[src/rtl/huffman_scan_controller_if.sv]
// Block-in / symbol-out handshake bundle for the Huffman scan controller.
interface huffman_scan_controller_if #(
  parameter int unsigned COEF_W   = 10,
  parameter int unsigned NUM_COEF = 64,
  parameter int unsigned COMP_W   = 2
);
  logic                         blk_valid;
  logic                         blk_ready;
  logic [NUM_COEF*COEF_W-1:0]   blk_coefs;
  logic [COMP_W-1:0]            blk_comp;
  logic                         pred_clear;
  logic                         sym_valid;
  logic                         sym_ready;
  logic                         sym_is_dc;
  logic [3:0]                   sym_run;
  logic [3:0]                   sym_size;
  logic [COEF_W:0]              sym_amp;
  logic [COMP_W-1:0]            sym_comp;
  logic                         sym_last;
  logic                         busy;

  modport master (
    output blk_valid, blk_coefs, blk_comp, pred_clear, sym_ready,
    input  blk_ready, sym_valid, sym_is_dc, sym_run, sym_size, sym_amp, sym_comp, sym_last, busy
  );

  modport slave (
    input  blk_valid, blk_coefs, blk_comp, pred_clear, sym_ready,
    output blk_ready, sym_valid, sym_is_dc, sym_run, sym_size, sym_amp, sym_comp, sym_last, busy
  );
endinterface

[src/rtl/huffman_scan_controller.sv]
// JPEG Huffman scan controller: per-component DC prediction and AC
// (run, size, amplitude) symbol generation with ZRL and EOB insertion.
module huffman_scan_controller #(
  parameter int unsigned COEF_W   = 10,
  parameter int unsigned NUM_COEF = 64,
  parameter int unsigned NUM_COMP = 3,
  parameter int unsigned COMP_W   = 2
) (
  input logic                      clock,
  input logic                      reset_n,
  huffman_scan_controller_if.slave bus
);
  localparam int unsigned AMP_W = COEF_W + 1;
  localparam int unsigned K_W   = $clog2(NUM_COEF);
  localparam int unsigned ZR_W  = 7;

  typedef enum logic [2:0] {IDLE, DC, SCAN, ZRL, AC, EOB} state_t;

  state_t                   state_q, state_d;
  logic signed [COEF_W-1:0] coef_q [NUM_COEF];
  logic signed [COEF_W-1:0] pred_q [NUM_COMP];
  logic [K_W-1:0]           k_q, k_d;
  logic [ZR_W-1:0]          zrun_q, zrun_d;

  logic              sym_valid_q, sym_valid_d;
  logic              sym_is_dc_q, sym_is_dc_d;
  logic [3:0]        sym_run_q, sym_run_d;
  logic [3:0]        sym_size_q, sym_size_d;
  logic [AMP_W-1:0]  sym_amp_q, sym_amp_d;
  logic [COMP_W-1:0] sym_comp_q, sym_comp_d;
  logic              sym_last_q, sym_last_d;
  logic              blk_ready_q, busy_q;

  logic signed [COEF_W-1:0] coef0, pred_eff, cur;
  logic signed [AMP_W-1:0]  diff;
  logic [AMP_W+3:0]         dc_enc, ac_enc;
  logic                     comp_ok, accept, sym_hs, k_last;
  logic [ZR_W-1:0]          zrun_m16;

  // Magnitude category in the top 4 bits, amplitude bits below.
  function automatic logic [AMP_W+3:0] enc(input logic signed [AMP_W-1:0] v);
    logic [AMP_W-1:0] mag, mask, amp;
    logic [3:0]       sz;
    mag = v[AMP_W-1] ? AMP_W'(-v) : AMP_W'(v);
    sz  = '0;
    for (int i = 0; i < int'(AMP_W); i++) if (mag[i]) sz = 4'(i + 1);
    mask = '0;
    for (int i = 0; i < int'(AMP_W); i++) if (i < int'(sz)) mask[i] = 1'b1;
    amp = v[AMP_W-1] ? ((AMP_W'(v) - AMP_W'(1)) & mask) : AMP_W'(v);
    return {sz, amp};
  endfunction

  assign coef0    = bus.blk_coefs[COEF_W-1:0];
  assign comp_ok  = 32'(bus.blk_comp) < NUM_COMP;
  assign pred_eff = (bus.pred_clear || !comp_ok) ? '0 : pred_q[bus.blk_comp];
  assign diff     = AMP_W'(coef0) - AMP_W'(pred_eff);
  assign cur      = coef_q[k_q];
  assign dc_enc   = enc(diff);
  assign ac_enc   = enc(AMP_W'(cur));
  assign accept   = bus.blk_valid & blk_ready_q;
  assign sym_hs   = sym_valid_q & bus.sym_ready;
  assign k_last   = (k_q == K_W'(NUM_COEF - 1));
  assign zrun_m16 = zrun_q - ZR_W'(16);

  // Next state and next symbol; symbol fields hold unless a new one is loaded.
  always_comb begin
    state_d     = state_q;
    k_d         = k_q;
    zrun_d      = zrun_q;
    sym_valid_d = sym_valid_q;
    sym_is_dc_d = sym_is_dc_q;
    sym_run_d   = sym_run_q;
    sym_size_d  = sym_size_q;
    sym_amp_d   = sym_amp_q;
    sym_comp_d  = sym_comp_q;
    sym_last_d  = sym_last_q;
    case (state_q)
      IDLE: if (accept) begin
        state_d                = DC;
        sym_valid_d            = 1'b1;
        sym_is_dc_d            = 1'b1;
        sym_run_d              = '0;
        {sym_size_d, sym_amp_d} = dc_enc;
        sym_comp_d             = bus.blk_comp;
        sym_last_d             = 1'b0;
      end
      DC: if (sym_hs) begin
        state_d     = SCAN;
        sym_valid_d = 1'b0;
        sym_is_dc_d = 1'b0;
        k_d         = K_W'(1);
        zrun_d      = '0;
      end
      SCAN: begin
        if (cur == '0) begin
          zrun_d = zrun_q + ZR_W'(1);
          if (k_last) begin
            state_d     = EOB;
            sym_valid_d = 1'b1;
            sym_run_d   = '0;
            sym_size_d  = '0;
            sym_amp_d   = '0;
            sym_last_d  = 1'b1;
          end else begin
            k_d = k_q + K_W'(1);
          end
        end else if (zrun_q >= ZR_W'(16)) begin
          state_d     = ZRL;
          sym_valid_d = 1'b1;
          sym_run_d   = 4'd15;
          sym_size_d  = '0;
          sym_amp_d   = '0;
          sym_last_d  = 1'b0;
        end else begin
          state_d                 = AC;
          sym_valid_d             = 1'b1;
          sym_run_d               = 4'(zrun_q);
          {sym_size_d, sym_amp_d} = ac_enc;
          sym_last_d              = k_last;
        end
      end
      // Repeated ZRLs go out back-to-back with the same symbol held.
      ZRL: if (sym_hs) begin
        zrun_d = zrun_m16;
        if (zrun_m16 < ZR_W'(16)) begin
          state_d                 = AC;
          sym_run_d               = 4'(zrun_m16);
          {sym_size_d, sym_amp_d} = ac_enc;
          sym_last_d              = k_last;
        end
      end
      AC: if (sym_hs) begin
        sym_valid_d = 1'b0;
        if (k_last) begin
          state_d = IDLE;
        end else begin
          state_d = SCAN;
          zrun_d  = '0;
          k_d     = k_q + K_W'(1);
        end
      end
      EOB: if (sym_hs) begin
        state_d     = IDLE;
        sym_valid_d = 1'b0;
      end
      default: state_d = IDLE;
    endcase
  end

  always_ff @(posedge clock or negedge reset_n) begin
    if (!reset_n) begin
      state_q     <= IDLE;
      k_q         <= '0;
      zrun_q      <= '0;
      sym_valid_q <= 1'b0;
      sym_is_dc_q <= 1'b0;
      sym_run_q   <= '0;
      sym_size_q  <= '0;
      sym_amp_q   <= '0;
      sym_comp_q  <= '0;
      sym_last_q  <= 1'b0;
      blk_ready_q <= 1'b0;
      busy_q      <= 1'b0;
    end else begin
      state_q     <= state_d;
      k_q         <= k_d;
      zrun_q      <= zrun_d;
      sym_valid_q <= sym_valid_d;
      sym_is_dc_q <= sym_is_dc_d;
      sym_run_q   <= sym_run_d;
      sym_size_q  <= sym_size_d;
      sym_amp_q   <= sym_amp_d;
      sym_comp_q  <= sym_comp_d;
      sym_last_q  <= sym_last_d;
      blk_ready_q <= (state_d == IDLE);
      busy_q      <= (state_d != IDLE);
    end
  end

  // Block latch and predictors; a same-cycle clear lands before the update.
  always_ff @(posedge clock or negedge reset_n) begin
    if (!reset_n) begin
      for (int i = 0; i < int'(NUM_COEF); i++) coef_q[i] <= '0;
      for (int i = 0; i < int'(NUM_COMP); i++) pred_q[i] <= '0;
    end else begin
      if (bus.pred_clear) begin
        for (int i = 0; i < int'(NUM_COMP); i++) pred_q[i] <= '0;
      end
      if (accept) begin
        for (int i = 0; i < int'(NUM_COEF); i++) coef_q[i] <= bus.blk_coefs[i*COEF_W +: COEF_W];
        if (comp_ok) pred_q[bus.blk_comp] <= coef0;
      end
    end
  end

  assign bus.blk_ready = blk_ready_q;
  assign bus.busy      = busy_q;
  assign bus.sym_valid = sym_valid_q;
  assign bus.sym_is_dc = sym_is_dc_q;
  assign bus.sym_run   = sym_run_q;
  assign bus.sym_size  = sym_size_q;
  assign bus.sym_amp   = sym_amp_q;
  assign bus.sym_comp  = sym_comp_q;
  assign bus.sym_last  = sym_last_q;
endmodule

[src/flat_wrapper.sv]
// flat-port wrapper written by rule: the top's interface ports become plain ports
module huffman_scan_controller_flat 
#(
  parameter int unsigned COEF_W   = 10,
  parameter int unsigned NUM_COEF = 64,
  parameter int unsigned NUM_COMP = 3,
  parameter int unsigned COMP_W   = 2
)
  (clock, reset_n, bus_blk_valid, bus_blk_coefs, bus_blk_comp, bus_pred_clear, bus_sym_ready, bus_blk_ready, bus_sym_valid, bus_sym_is_dc, bus_sym_run, bus_sym_size, bus_sym_amp, bus_sym_comp, bus_sym_last, bus_busy);
  huffman_scan_controller_if #(.COEF_W(COEF_W), .NUM_COEF(NUM_COEF), .COMP_W(COMP_W)) bus_i ();
  input logic clock;
  input logic reset_n;
  input wire logic [$bits(bus_i.blk_valid)-1:0] bus_blk_valid;
  input wire logic [$bits(bus_i.blk_coefs)-1:0] bus_blk_coefs;
  input wire logic [$bits(bus_i.blk_comp)-1:0] bus_blk_comp;
  input wire logic [$bits(bus_i.pred_clear)-1:0] bus_pred_clear;
  input wire logic [$bits(bus_i.sym_ready)-1:0] bus_sym_ready;
  output wire logic [$bits(bus_i.blk_ready)-1:0] bus_blk_ready;
  output wire logic [$bits(bus_i.sym_valid)-1:0] bus_sym_valid;
  output wire logic [$bits(bus_i.sym_is_dc)-1:0] bus_sym_is_dc;
  output wire logic [$bits(bus_i.sym_run)-1:0] bus_sym_run;
  output wire logic [$bits(bus_i.sym_size)-1:0] bus_sym_size;
  output wire logic [$bits(bus_i.sym_amp)-1:0] bus_sym_amp;
  output wire logic [$bits(bus_i.sym_comp)-1:0] bus_sym_comp;
  output wire logic [$bits(bus_i.sym_last)-1:0] bus_sym_last;
  output wire logic [$bits(bus_i.busy)-1:0] bus_busy;
  assign bus_i.blk_valid = bus_blk_valid;
  assign bus_i.blk_coefs = bus_blk_coefs;
  assign bus_i.blk_comp = bus_blk_comp;
  assign bus_i.pred_clear = bus_pred_clear;
  assign bus_i.sym_ready = bus_sym_ready;
  assign bus_blk_ready = bus_i.blk_ready;
  assign bus_sym_valid = bus_i.sym_valid;
  assign bus_sym_is_dc = bus_i.sym_is_dc;
  assign bus_sym_run = bus_i.sym_run;
  assign bus_sym_size = bus_i.sym_size;
  assign bus_sym_amp = bus_i.sym_amp;
  assign bus_sym_comp = bus_i.sym_comp;
  assign bus_sym_last = bus_i.sym_last;
  assign bus_busy = bus_i.busy;
  huffman_scan_controller #(.COEF_W(COEF_W), .NUM_COEF(NUM_COEF), .NUM_COMP(NUM_COMP), .COMP_W(COMP_W)) u_core (.clock(clock), .reset_n(reset_n), .bus(bus_i));
endmodule
[config.mk]
export PLATFORM = sky130hd
export DESIGN_NAME = huffman_scan_controller_flat
export DESIGN_NICKNAME = d
export VERILOG_FILES = /design/src/rtl/huffman_scan_controller_if.sv /design/src/rtl/huffman_scan_controller.sv /design/src/flat_wrapper.sv
export SDC_FILE = /design/constraint.sdc
export NUM_CORES = 2
export LEC_CHECK = 0
export ABC_CLOCK_PERIOD_IN_PS = 8100
export CAP_MARGIN = 30
export CORE_AREA = 3 3 265 267
export DETAILED_ROUTE_END_ITERATION = 7
export DIE_AREA = 0 0 268 270
export GPL_TIMING_DRIVEN = 0
export PLACE_DENSITY_LB_ADDON = 0.2
export REMOVE_ABC_BUFFERS = 1
export SYNTH_ARGS = -nofsm -noshare
export SYNTH_HDL_FRONTEND = slang
export SYNTH_SLANG_ARGS = --single-unit
[constraint.sdc]
create_clock -name clock -period 8.1 [get_ports clock]
set_clock_uncertainty 0.05 [all_clocks]
set_input_delay 1.62 -clock clock [delete_from_list [all_inputs] [get_ports clock]]
set_output_delay 1.62 -clock clock [all_outputs]
set_load 0.02 [all_outputs]
* After elaboration in Yosys (flattened, before gate mapping)
Cells that the tools add are included.
W data, S select, Z words.
** Cells by class
- Add/sub/neg operators :: 8
- Mux-type cells :: 115
- $lt $le $gt $ge :: 28
- Eq/ne operators :: 15
- Bitwise logic cells :: 6
- Reduce and logical (&&, ||, !) cells :: 19
** Operator list (count)
- $mux W11 :: 10
- $mux W4 :: 25
- $mux W30 :: 3
- $bmux W10 S6 :: 1
- $mux W10 :: 6
- $mux W3 :: 13
- $mux W7 :: 5
- $mux W1 :: 33
- $pmux W11 S3 :: 1
- $lt A3 B4 Y1 const A :: 8
- $bwmux W30 :: 1
- $pmux W7 S4 :: 1
- $lt A4 B4 Y1 const A :: 6
- $mux W6 :: 4
- $pmux W4 S3 :: 2
- $and A11 B11 Y11 :: 2
- $bmux W10 S2 :: 1
- $demux W10 S2 :: 1
- $pmux W3 S6 :: 1
- $pmux W6 S3 :: 1
- $lt A1 B4 Y1 const A :: 4
- $lt A2 B4 Y1 const A :: 4
- $ne A2 B1 Y1 const B :: 7
- $reduce_bool A3 Y1 :: 4
- other kinds (39) :: 47
** Storage, ports and cells
- Flip-flop bits (word level) :: 712
- Logic and storage cells :: 270

* Logic depth before layout (Yosys ltp)
- Word-level depth :: 25
- Mapped depth :: 22
- Gate-level depth less buffers :: 19

* Worst setup path before layout
No wires, ideal clock.
- Kind :: input to register
- Start :: in bus_blk_comp[0]
- End :: reg u_core.sym_amp_q[0], in the netlist u_core.bus.sym_amp[0]
- Path buffers :: 2
- Library setup time :: 0.124 ns
- Arrival :: 5.991 ns
- Stages :: 19
- Slack :: 1.935 ns
- Cells stage by stage :: clkbuf_1 buf_1 mux2i_1 nor2_1 a21oi_1 nor2_1 ha_1 inv_1 fa_1 xnor2_1 nand3_1 or3_1 nor3_1 o211ai_1 a221o_1 nor3_1 nand2b_1 o21a_1 a211o_1
** Between the ends
- Longest elaborated chain between the ends :: 25
** Ends and longest elaborated chain
- start: declaration :: RTL line flat_wrapper.sv:15 : input wire logic [$bits(bus_i.blk_comp)-1:0] bus_blk_comp;
- $not A2 Y3 (not written as such) :: RTL line huffman_scan_controller.sv:55 : assign pred_eff = (bus.pred_clear || !comp_ok) ? '0 : pred_q[bus.blk_comp];
- $bmux W10 S2 :: RTL line huffman_scan_controller.sv:55
- $mux W10 (not written as such) (2 in series) :: RTL line huffman_scan_controller.sv:55
- $mux W10 * :: RTL line huffman_scan_controller.sv:55
- $sub A10 B10 Y11 * :: RTL line huffman_scan_controller.sv:56 : assign diff = AMP_W'(coef0) - AMP_W'(pred_eff);
- $neg A11 Y11 :: RTL line huffman_scan_controller.sv:44 : mag = v[AMP_W-1] ? AMP_W'(-v) : AMP_W'(v);
- $mux W11 :: RTL line huffman_scan_controller.sv:44
- $mux W1 :: RTL line huffman_scan_controller.sv:46 : for (int i = 0; i < int'(AMP_W); i++) if (mag[i]) sz = 4'(i + 1);
- $mux W4 (10 in series) :: RTL line huffman_scan_controller.sv:46
- $lt A1 B4 Y1 :: RTL line huffman_scan_controller.sv:48 : for (int i = 0; i < int'(AMP_W); i++) if (i < int'(sz)) mask[i] = 1'b1;
- $mux W1 :: RTL line huffman_scan_controller.sv:48
- $and A11 B11 Y11 :: RTL line huffman_scan_controller.sv:49 : amp = v[AMP_W-1] ? ((AMP_W'(v) - AMP_W'(1)) & mask) : AMP_W'(v);
- $mux W11 * :: RTL line huffman_scan_controller.sv:49
- $mux W11 * :: RTL line huffman_scan_controller.sv:78 : IDLE: if (accept) begin
- $pmux W11 S3 * :: RTL line huffman_scan_controller.sv:77 : case (state_q)
- end signal: assignment :: RTL line huffman_scan_controller.sv:172 : sym_amp_q <= sym_amp_d;
- end: declaration :: RTL line huffman_scan_controller.sv:29 : logic [AMP_W-1:0] sym_amp_q, sym_amp_d;
Mark *: on every way between the ends. The rest lies on a longest branch, timed or not. The select of a mux whose other input is x is not followed.
A chain may end at the register's enable or synchronous reset.

* Final worst setup path
Same ends and word-level chain as after synthesis.

==> impl_metrics.toml <==
[cts]
holdBufCountCts = 0
root_buffer = "clkbuf_16"
cts.sinks = 712
htreeDepth = 3
cts_setup_buffers = 0
postCtsResizedCells = 0
tritoncts = "yes"
cts-buffers-inserted = 78
path_clk_slew_ps = 60
cts_buffer_depth = 3
insertion_delay_ps = 640

[timing]
rsz0062_at_grt = "false"
worst_slew_pin_slew_ps = 1022
drv_slew = 0
final-hold-violation-count = 0
slew_headroom_pct = 31.88
fin_crit_sh_pct = 93.14
layout_min_cycle_time_ps = 7544
layout_setup_ws_ps = 555.7
finalSetupViolCount = 0
max_freq_mhz = 132.6
fin_tns_setup_ps = 0

[placement]
dp.cells = 5264
place_ws_ps = 49.37
portBuffers = 672
gp_congestion = 0.8680
hpwl_um = 80980

[synth]
synth_seq_cells = 712
syn_inst = 3908
synth.avg_cell_area_um2 = 8.973
synthArstFlopShare_pct = 100.0
synth-edff-count = 0
syn_area_um2 = 35070
ys_warn_count = 0
ys_seq_area_share_pct = 50.81
synthDistinctLibCells = 89
synthFlopType = "dfrtp_1"

[floorplan]
core.rowCount = 96
die_h_um = 270
die_area_um2 = 72360
core_area_um2 = 68350
start_util_pct = 51.31
die_w_um = 268
ioPinCount = 673

[pwr]
intPower_mw = 10.58
p_seq_share_pct = 35.9
p_sw_share_pct = 38.59
vdd_ir_drop_max_mv = 0.2670
p_comb_share_pct = 42.4
power.switching_mw = 6.651
clockPowerShare_pct = 21.7
power.density_nw_per_um2 = 376.9
power.static_leakage_nw = 21.58
power_mw = 17.24

[grt]
grt_pass1_vias = 29937
grt_max_degree = 117
antenna_found_initial = 71
grt_first_pass_wirelength_um = 172200
grt-ovfl-total = 0
grt_usage_pct = 31.02

[drt]
wl_um = 113500
dr.pass1.iters = 7
routedWlPerCell_um = 20.71
drt_iter0_markers = 2749
vias = 29899
ant_nets = 0
drc = 0
viasPerCell = 5.457

[worst_setup_path]
start_kind = "input pin"
crit_arrival_ps = 8010
cp_data_required_time_ps = 8560
worstSetupPathType = "input pin to flop"
worst_setup_path_end_kind = "flop"
worstRegToRegCells = 16
cp_max_fo = 15

[run]
cap_violations = 0

[cells_and_area]
final_core_util_pct = 66.90
instances_no_fill = 5479
syn2layout_area_growth_pct = 30.40
nets = 5132
layout-drive-gt1-share_pct = 7.883

[status]
status = "finished clean"

[worst_hold_path]
whs_path_depth = 2
hp-class = "flop to flop"
-- flip-flops by register name, indices dropped and copies added, names as in the netlist --
signal	cells
u_core.bus.sym_run	4
u_core.coef_q	640
u_core.bus.sym_last	1
u_core.bus.busy	1
u_core.bus.sym_is_dc	1
u_core.state_q	3
u_core.bus.sym_amp	11
u_core.pred_q	30
u_core.k_q	6
u_core.bus.sym_size	4
u_core.zrun_q	7
u_core.bus.sym_valid	1
u_core.bus.sym_comp	2
u_core.bus.blk_ready	1
-- path summary, 6_finish.rpt --
kind	startpoint	to	slack (ps)
setup / recovery	bus_blk_comp[0]	u_core.bus.sym_amp[0]$_DFFE_PN0P_	560
hold / removal	u_core.coef_q[173]$_DFFE_PN0P_	u_core.coef_q[173]$_DFFE_PN0P_	420
setup reg to reg	u_core.k_q[0]$_DFFE_PN0P_	u_core.bus.sym_amp[4]$_DFFE_PN0P_	2010
hold reg to reg	u_core.coef_q[173]$_DFFE_PN0P_	u_core.coef_q[173]$_DFFE_PN0P_	420
max in group asynchronous	reset_n	u_core.coef_q[530]$_DFFE_PN0P_	4940
min in group asynchronous	reset_n	u_core.coef_q[587]$_DFFE_PN0P_	980
-- metal layers --
metal | up-vias | GRT usage (%) | part of all wire [%]
met3 | 212 | 7.215 | 6.6
met2 | 906 | 50.55 | 49
li1 | 14044 | - | -
met1 | 14713 | 39.95 | 40
met4 | 24 | 13.06 | 3.7
met5 | - | 0 | 0.16
-- final cells by class --
cell class	count	area, um^2
Clock inverter	32	437.9
Multi-Input combinational cell	2940	16100
Fill cell	5449	22620
Tap cell	882	1104
Clock buffer	113	2275
Antenna cell	68	170.2
Inverter	17	63.81
Timing Repair Buffer	715	7745
Sequential cell	712	17830
-- metrics by stage --
step	cell area [um^2]	hold slack, ps
floorplan	33950	387.3
global placement	41780	402.7
detailed placement	42790	404.8
CTS	45500	421.8
global route	45680	434.3
finish	45730	420.5
-- synthesized netlist by cell type, drive strengths merged (17+ instances only) --
cell type	number	share of area, %
dfrtp	712	51
nand3	44	0.64
ha	20	0.71
nand2	2036	22
buf	58	1.2
nor2	66	0.71
a21oi	49	0.70
nand2b	51	0.91
and2	17	0.30
nor3	29	0.43
mux2	18	0.58
xnor2	28	0.70
inv	17	0.18
o21ai	87	1.3
mux2i	84	2.4
mux4	128	8.2
a22oi	41	0.88
clkbuf	181	1.9
-- critical path, cell delays in order --
cell and delay (ps):
clkdlybuf4s50_1 890, nor2b_1 840, a21oi_1 160, nor2_1 230
ha_1 210, inv_1 50, fa_1 390, xnor2_1 510
nand3_1 420, or3_1 470, nor3_1 600, o211ai_1 210
a221o_1 460, nor3_1 380, nand2b_1 130, o21a_1 190
a211o_1 220
-- power by group through the flow --
| stage | registers, mW | clock network, mW | logic [mW] |
|---|---|---|---|
| 3_3_place_gp | 6.11 | 0 | 7.71 |
| 5_1_grt | 6.36 | 3.95 | 8.05 |
| 3_5_place_dp | 6.19 | 0 | 7.24 |
| 4_1_cts | 6.15 | 3.80 | 7.28 |
| 6_report | 6.19 | 3.75 | 7.30 |
| 2_1_floorplan | 6.22 | 0 | 6.25 |
-- cells by family after synthesis --
logic type	share of synthesized area, %
muxes	11.22
AOI/OAI and AO/OA	6.448
adders and majority gates	0.7707
xor gates and xnor gates	0.9991
DFF	50.81
and+or+nand+nor	26.39
buffers and inverters	3.361
-- cells in the final DEF (no fill, tap or decap), types with 9 or more instances in the layout --
master	synthesis	final
a21o_1	9	9
a21oi_1	49	49
a22o_1	13	13
a22oi_1	41	41
a31oi_1	10	10
and2_1	15	14
and3_1	12	12
buf_16	0	31
clkbuf_1	181	17
clkbuf_16	0	79
clkbuf_8	0	17
clkdlybuf4s50_1	0	671
clkinv_2	0	14
dfrtp_1	712	708
diode_2	0	68
ha_1	20	20
inv_1	15	15
mux2_2	16	16
mux2i_1	84	84
mux4_2	126	126
nand2_1	2036	2035
nand2b_1	51	51
nand3_1	43	43
nor2_1	65	64
nor2b_1	12	10
nor3_1	28	27
o211ai_1	10	10
o21ai_0	78	78
o22ai_1	11	11
o31ai_1	9	9
xnor2_1	28	28
xor2_1	12	12
(Power assumes the default switching activity.)
